[config.mk]
export PLATFORM = sky130hd
export DESIGN_NAME = enc8_3_seq
export DESIGN_NICKNAME = d
export VERILOG_FILES = /design/src/rtl/enc_pkg.sv /design/src/rtl/prio_enc8_3.sv /design/src/rtl/enc8_3_seq.sv
export SDC_FILE = /design/constraint.sdc
export NUM_CORES = 1
export LEC_CHECK = 0
export ABC_CLOCK_PERIOD_IN_PS = 3350
export CAP_MARGIN = 20
export CORE_MARGIN = 8
export CORE_UTILIZATION = 57
export CTS_CLUSTER_SIZE = 24
export DETAILED_ROUTE_END_ITERATION = 16
export PLACE_DENSITY = 0.84
export SETUP_SLACK_MARGIN = 0.5
export SLEW_MARGIN = 30
export SYNTH_ARGS = -nofsm -noshare
export SYNTH_HDL_FRONTEND = slang
export SYNTH_SLANG_ARGS = --single-unit
[constraint.sdc]
create_clock -name clk -period 3.35 [get_ports clk]
set_input_delay 0.67 -clock clk [delete_from_list [all_inputs] [get_ports clk]]
set_output_delay 0.67 -clock clk [all_outputs]
set_load 0.1 [all_outputs]
[src/rtl/enc_pkg.sv]
// Shared definitions for the sequential 8-to-3 encoder.
package enc_pkg;

  localparam int unsigned N    = 8;
  localparam int unsigned CW   = 3;
  localparam int unsigned CNTW = 4;

  typedef enum logic {
    IDLE = 1'b0,
    EMIT = 1'b1
  } state_t;

  // Number of set bits in a request vector (0..N).
  function automatic logic [CNTW-1:0] popcount(input logic [N-1:0] v);
    logic [CNTW-1:0] c;
    c = '0;
    for (int unsigned i = 0; i < N; i++) begin
      c = c + {{(CNTW-1){1'b0}}, v[i]};
    end
    return c;
  endfunction

endpackage

[src/rtl/prio_enc8_3.sv]
// Combinational priority encoder: index of the highest set bit, 0 when empty.
module prio_enc8_3
  import enc_pkg::*;
(
  input  logic [N-1:0]  d,
  output logic [CW-1:0] idx,
  output logic          any
);

  // Scan upward so the highest set bit wins.
  always_comb begin
    idx = '0;
    any = |d;
    for (int unsigned i = 0; i < N; i++) begin
      if (d[i]) idx = CW'(i);
    end
  end

endmodule

[src/rtl/enc8_3_seq.sv]
// Sequential 8-to-3 encoder: latches a request vector and emits the index of
// every set bit, highest first, one code per valid/ready handshake.
module enc8_3_seq
  import enc_pkg::*;
(
  input  logic            clk,
  input  logic            rst_n,
  input  logic            en,
  input  logic [N-1:0]    a,
  output logic            ld_rdy,
  output logic [CW-1:0]   y,
  output logic            vld,
  input  logic            rdy,
  output logic [CNTW-1:0] cnt,
  output logic            done,
  output logic            zero
);

  state_t          state, state_nxt;
  logic [N-1:0]    pend;
  logic [N-1:0]    rem;
  logic [N-1:0]    enc_in;
  logic [CW-1:0]   enc_idx;
  logic            enc_any;
  logic            load;
  logic            accept;

  // The single encoder sees the incoming vector while idle and the
  // post-accept remainder while emitting, so the next y is ready at the edge.
  prio_enc8_3 u_prio (
    .d   (enc_in),
    .idx (enc_idx),
    .any (enc_any)
  );

  // Remainder after the current code is consumed, and the encoder input mux.
  always_comb begin
    rem      = pend;
    rem[y]   = 1'b0;
    enc_in   = (state == IDLE) ? a : rem;
    load     = (state == IDLE) && en && enc_any;
    accept   = (state == EMIT) && vld && rdy;
  end

  // State register.
  always_ff @(posedge clk or negedge rst_n) begin
    if (!rst_n) state <= IDLE;
    else        state <= state_nxt;
  end

  // Next-state logic.
  always_comb begin
    state_nxt = state;
    case (state)
      IDLE: if (load) state_nxt = EMIT;
      EMIT: if (accept && (rem == '0)) state_nxt = IDLE;
      default: state_nxt = IDLE;
    endcase
  end

  // Load handshake is decoded directly from state.
  always_comb begin
    ld_rdy = (state == IDLE);
  end

  // Pending vector, code, count and status pulse registers.
  always_ff @(posedge clk or negedge rst_n) begin
    if (!rst_n) begin
      pend <= '0;
      y    <= '0;
      vld  <= 1'b0;
      cnt  <= '0;
      done <= 1'b0;
      zero <= 1'b0;
    end else begin
      done <= 1'b0;
      zero <= 1'b0;
      case (state)
        IDLE: begin
          if (load) begin
            pend <= a;
            y    <= enc_idx;
            vld  <= 1'b1;
            cnt  <= popcount(a);
          end else if (en) begin
            zero <= 1'b1;
          end
        end
        EMIT: begin
          if (accept) begin
            if (rem != '0) begin
              pend <= rem;
              y    <= enc_idx;
              cnt  <= (cnt != '0) ? cnt - CNTW'(1) : '0;
            end else begin
              pend <= '0;
              y    <= '0;
              vld  <= 1'b0;
              cnt  <= '0;
              done <= 1'b1;
            end
          end
        end
        default: ;
      endcase
    end
  end

endmodule

# Yosys cells after proc, flatten, opt, wreduce, memory -nomap -nowiden
# Cells that the tools add are included.
[classes]
order_cmp = 2
n_reduce_logical = 12
n_bitwise = 3
mux = 36
n_eq_ne = 3
add_sub_neg = 8
[op_table]
columns = ["op", "count"]
rows = [
  ["$mux 8", 4],
  ["$mux 3", 7],
  ["$add 4x1->4", 4],
  ["$mux 4", 4],
  ["$pmux 8 s2", 1],
  ["$mux 1", 13],
  ["$and 8x8->8", 1],
  ["$logic_not 8->1", 1],
  ["$not 8->8", 1],
  ["$pmux 4 s2", 1],
  ["$reduce_bool 8->1", 1],
  ["$reduce_or 8->1", 1],
  ["$logic_and 1x1->1", 6],
  ["$pmux 3 s2", 1],
  ["$add 3x1->4", 1],
  ["$lt 3x4->1 const B", 1],
  ["$mux 2", 2],
  ["$ne 2x1->1 const B", 2],
  ["$pmux 1 s2", 2],
  ["$reduce_bool 4->1", 1],
  ["$sub 4x1->4 const B", 1],
  ["$add 2x1->3", 1],
  ["$demux 1 s3", 1],
  ["$ge 3x1->1 const B", 1],
  ["5 further kinds", 5],
]
[word_totals]
word_cells = 71
register_bits = 19

# Depth between registers and ports, before layout
# Gate-level depths: netlist of the first run.
[logic_depth]
depth_word = 17
ltp_mapped = 11

# By module
# From an unflattened synthesis of the first run, not the netlist that was laid out.
[hier_totals]
hier_cells = 146
hier_area_um2 = 1361.3
[modules_own_cells]
columns = ["module", "cells_each", "n_inst", "area_each_um2"]
rows = [
  ["enc8_3_seq", 134, 1, 1295.0],
  ["prio_enc8_3", 12, 1, 66.3],
]

# Worst setup path before layout of the first run
# Ideal clock, no wire load.
[synth_timing]
path_kind = "in2reg"
startpoint = "input port a[0]"
endpoint = "register cnt[1]"
setup_ps = 130
slack_ps = 111
path_stages = 11
t_required_ps = 3220
arrival_ps = 3109
cell_sequence = "fa_1 -> inv_1 -> fa_1 -> fa_1 -> inv_1 -> ha_1 -> inv_1 -> fa_1 -> nor2_1 -> a221oi_1 -> a21oi_1"
[synth_between]
elab_chain_len = 9
elab_cells_between_ends = 14
classes_between = "7 x add/sub; 1 x eq/ne; 3 x mux; 3 x reduce/logical"
[synth_lines]
columns = ["item", "line", "text"]
rows = [
  ["start: declaration", "enc8_3_seq.sv:9", "input logic [N-1:0] a,"],
  ["$add 1x1->2", "enc_pkg.sv:18", "c = c + {{(CNTW-1){1'b0}}, v[i]};"],
  ["$add 2x1->3", "enc_pkg.sv:18", ""],
  ["$add 3x1->4", "enc_pkg.sv:18", ""],
  ["$add 4x1->4 (4 in series)", "enc_pkg.sv:18", ""],
  ["$mux 4", "enc8_3_seq.sv:80", "if (load) begin"],
  ["$pmux 4 s2", "enc8_3_seq.sv:78", "case (state)"],
  ["end signal: assignment", "enc8_3_seq.sv:84", "cnt <= popcount(a);"],
  ["end signal: assignment", "enc8_3_seq.sv:94", "cnt <= (cnt != '0) ? cnt - CNTW'(1) : '0;"],
  ["end: declaration", "enc8_3_seq.sv:14", "output logic [CNTW-1:0] cnt,"],
]
# Several ways; a longest one is shown, not always the timed one. The select of a mux whose other input is x is not followed.
# A chain may end at the register's enable or synchronous reset.

# Worst setup path in the final report of the first run
[layout_timing]
startpoint = "input port a[1]"
endpoint = "register cnt[2]"
# The elaborated chain is that of the path after synthesis.

==> out/results.txt, run 1 <==
Area leader, netlist: dfrtp_1
Fin crit share: 95.1%
Slowest-stage cell, CP: fa_1
Fin area: 0.00166 mm^2
Sinks on Clock Net: 19
Final nets: 182
Final setup violation count: 0
Sequential cell area: 475 um^2
CP Launch Type: primary input
Residual DRC: 0
Metal3 WL: 225 um
Total GRT Usage: 16.5%
ANT cells: 0
Pwr dens: 267 mW/mm^2
WP data required: 3.53 ns
Final core occ: 68.9%
Synth cell types: 44
Number of enable flip-flop cells after synthesis: 0
Number of global-route vias before repair: 1186
CP Class: primary input to flop
Final hold vios: 0
Leakage: 0.000811 uW
Chip height: 65.9 um
Rows: 18
Least-Margin Pin Slew: 0.748 ns
Max-cap violations: 0
Final ANT Viol Nets: 0
CTS tree: done
Top Metal Used: met4
DR vias: 1139
Synthesis-stage register bit count: 19
Critical path buffer and inverter count: 4
Register area share after synthesis: 33.5%
Die area: 0.00434 mm^2
First-pass GRT wire length: 5.64 mm
Met1 wire length: 1.47 mm
Multi-input gate area: 835 um^2
Antenna violations before repair: 0
Via density: 5.99
Share of layout cells above drive strength 1: 26.3%
RSZ-0062 raised after global routing: true
Top cell type's share of synthesized area: 33.5%
DRT Pass-1 Iters: 4
Peak VDD IR: 0.000235 V
Crit path cell chain: buf_6 > fa_1 > inv_2 > fa_1 > fa_1 > inv_2 > ha_4 > inv_2 > fa_1 > xnor2_1 > a32oi_1 > o22ai_1
CP top delay family: adder cells
Area grow syn2layout: 17.1%
Final wirelength: 3.38 mm
Clock Path Buffers: 2
Crit-path max cell delay: 0.54 ns
Critical path peak fanout: 2
Port Buffers: 22
Initial DRC count: 54
Met2 routed wirelength: 1.64 mm
Num CTS Buffers: 3
Tmin final: 3.19 ns
Horiz. Die Dim: 65.9 um
Most frequent CP cell: fa_1
Pin count of the biggest net entering global routing: 20
DP HPWL: 2.51 mm
Synthesized Nets: 156
Final RePlAce weighted congestion: 0.912
Clock transition at path regs: 0.11 ns
Setup Skew: 0.00870 ns
Cells after Synth: 135
Drt wl/cell: 17.8 um
Non-filler instance count after layout: 190
Hold-fix buffers at CTS: 0
Placed cell area: 0.00161 mm^2
Max H-tree Level: 1
Ys Warns: 0
Initial core utilization: 58.8%
Top-Level Pins: 23
Post-Syn Area: 0.00142 mm^2
Relative slew slack: 49.7%
Main synth FF type: dfrtp_1
Max-slew violation count: 0
Fmax achieved: 314 MHz
CP arrival: 3.36 ns
Status: finished clean
Min-Delay Path Class: primary input to async pin
Core box area: 0.00241 mm^2
# placed instances: 184
GRT overflow: 0
Synth Area per Inst: 10.5 um^2
Area contributors post-synth: dfrtp_1, mux2i_1, mux2_4
Worst skew pair latency: 0.30 ns
Reg2reg setup slack: 0.77 ns
Root Buffer: clkbuf_4
Nature of the critical path endpoint: flop
Post-synth ARST share: 100%
FILL cells: 171
[synthesized netlist by cell type (2+ instances only)]
| cell | count |
|---|---|
| a31oi_1 | 2 |
| a22o_1 | 4 |
| nor4_1 | 2 |
| mux2_4 | 7 |
| fa_1 | 4 |
| and2b_1 | 2 |
| a21oi_1 | 6 |
| ha_1 | 5 |
| buf_6 | 2 |
| inv_1 | 20 |
| o22ai_1 | 2 |
| dfrtp_1 | 19 |
| a22oi_1 | 2 |
| o21ai_0 | 2 |
| nor2_1 | 10 |
| nand2_1 | 4 |
| nor3_1 | 3 |
| a32oi_1 | 2 |
| mux2i_1 | 11 |
| nand3_1 | 2 |
[routing by layer]
| layer | track usage (%) | up-vias |
|---|---|---|
| met5 | 0 | - |
| met4 | 4.36 | 0 |
| met3 | 5.25 | 4 |
| met2 | 27.0 | 42 |
| met1 | 20.3 | 557 |
| li1 | - | 536 |
[final cells by class]
class / instances / share of cell area [%]
clock buffer: 4 / 1.58
inverter: 20 / 4.52
multi-input combinational: 92 / 50.3
sequential: 19 / 28.6
tap: 30 / 2.26
timing repair buffer: 25 / 12.7
[worst register-to-register path, delay by kind of cell (launching register included)]
family	cells	cell delay (ns)
compound gates	3	0.59
flops	1	0.70
mux	2	0.50
simple gates	1	0.69
[worst paths after layout]
check,from,end,depth (start not counted)
min in group clk,vld,vld,2
worst max register to register,y[0],cnt[0],6
max in group asynchronous,rst_n,y[2],1
worst min-delay path,rst_n,pend[5],1
worst max-delay path,a[1],cnt[2],12
worst min register to register,vld,vld,2
[power by group]
part / switching, uW / internal (uW) / leakage [uW]
registers: 0 / 229 / 0.000234
logic: 46.9 / 49.5 / 0.000562
clock network: 71.0 / 46.4 / 0.0000150
total: 118 / 325 / 0.000811
[cell families after synthesis]
kind of cell,after synthesis,share of synthesized area (%)
buf+inv,24,8.47
mux,19,16.2
fa+ha+maj,9,10.1
compound gates,31,17.6
flops,19,33.5
xor+xnor,1,0.618
simple gates,32,13.6
[placed cells by master (no fill, tap or decap), drive strengths merged, types with 2 or more instances in the layout]
cell type / count
clkdlybuf4s50: 7
inv: 20
ha: 5
dfrtp: 19
o21ai: 3
a32oi: 2
mux2: 7
a21oi: 6
o22ai: 2
a31oi: 4
clkbuf: 4
nand2: 5
a22oi: 2
nor3: 3
buf: 18
mux2i: 12
a22o: 4
nand3: 3
fa: 4
and2b: 3
nor2: 10
nor4: 3
[metrics by stage]
stage	power (uW)	TNS (ns)	hold slack (ns)	setup WS [ns]
detailed placement	310	-1.45	0.536	-0.525
finish	443	0	0.292	0.163
floorplan	274	0	0.374	0.111
global route	472	0	0.312	0.0889
global placement	304	-1.24	0.522	-0.467
CTS	441	0	0.564	0.104
[registers in the layout, summed over array words and instances (netlist names)]
register  cells
vld           1
zero          1
done          1
state         1
y             3
pend          8
cnt           4
[repair_timing]
action | CTS | global route
endpoints found under the setup margin | 4 | 4
resized for setup | 18 | 2
buffers inserted | 1 | 1
pin swaps | 5 | 7
(Power assumes the default switching activity.)
==> inputs of run 2 (changes only) <==
--- a/config.mk
+++ b/config.mk
@@ -5,7 +5,6 @@
 export SDC_FILE = /design/constraint.sdc
 export NUM_CORES = 1
 export LEC_CHECK = 0
-export ABC_CLOCK_PERIOD_IN_PS = 3350
 export CAP_MARGIN = 20
 export CORE_MARGIN = 8
 export CORE_UTILIZATION = 57
==> results of run 2 <==
Final layout, timing and power as in run 1 (identical DEF).
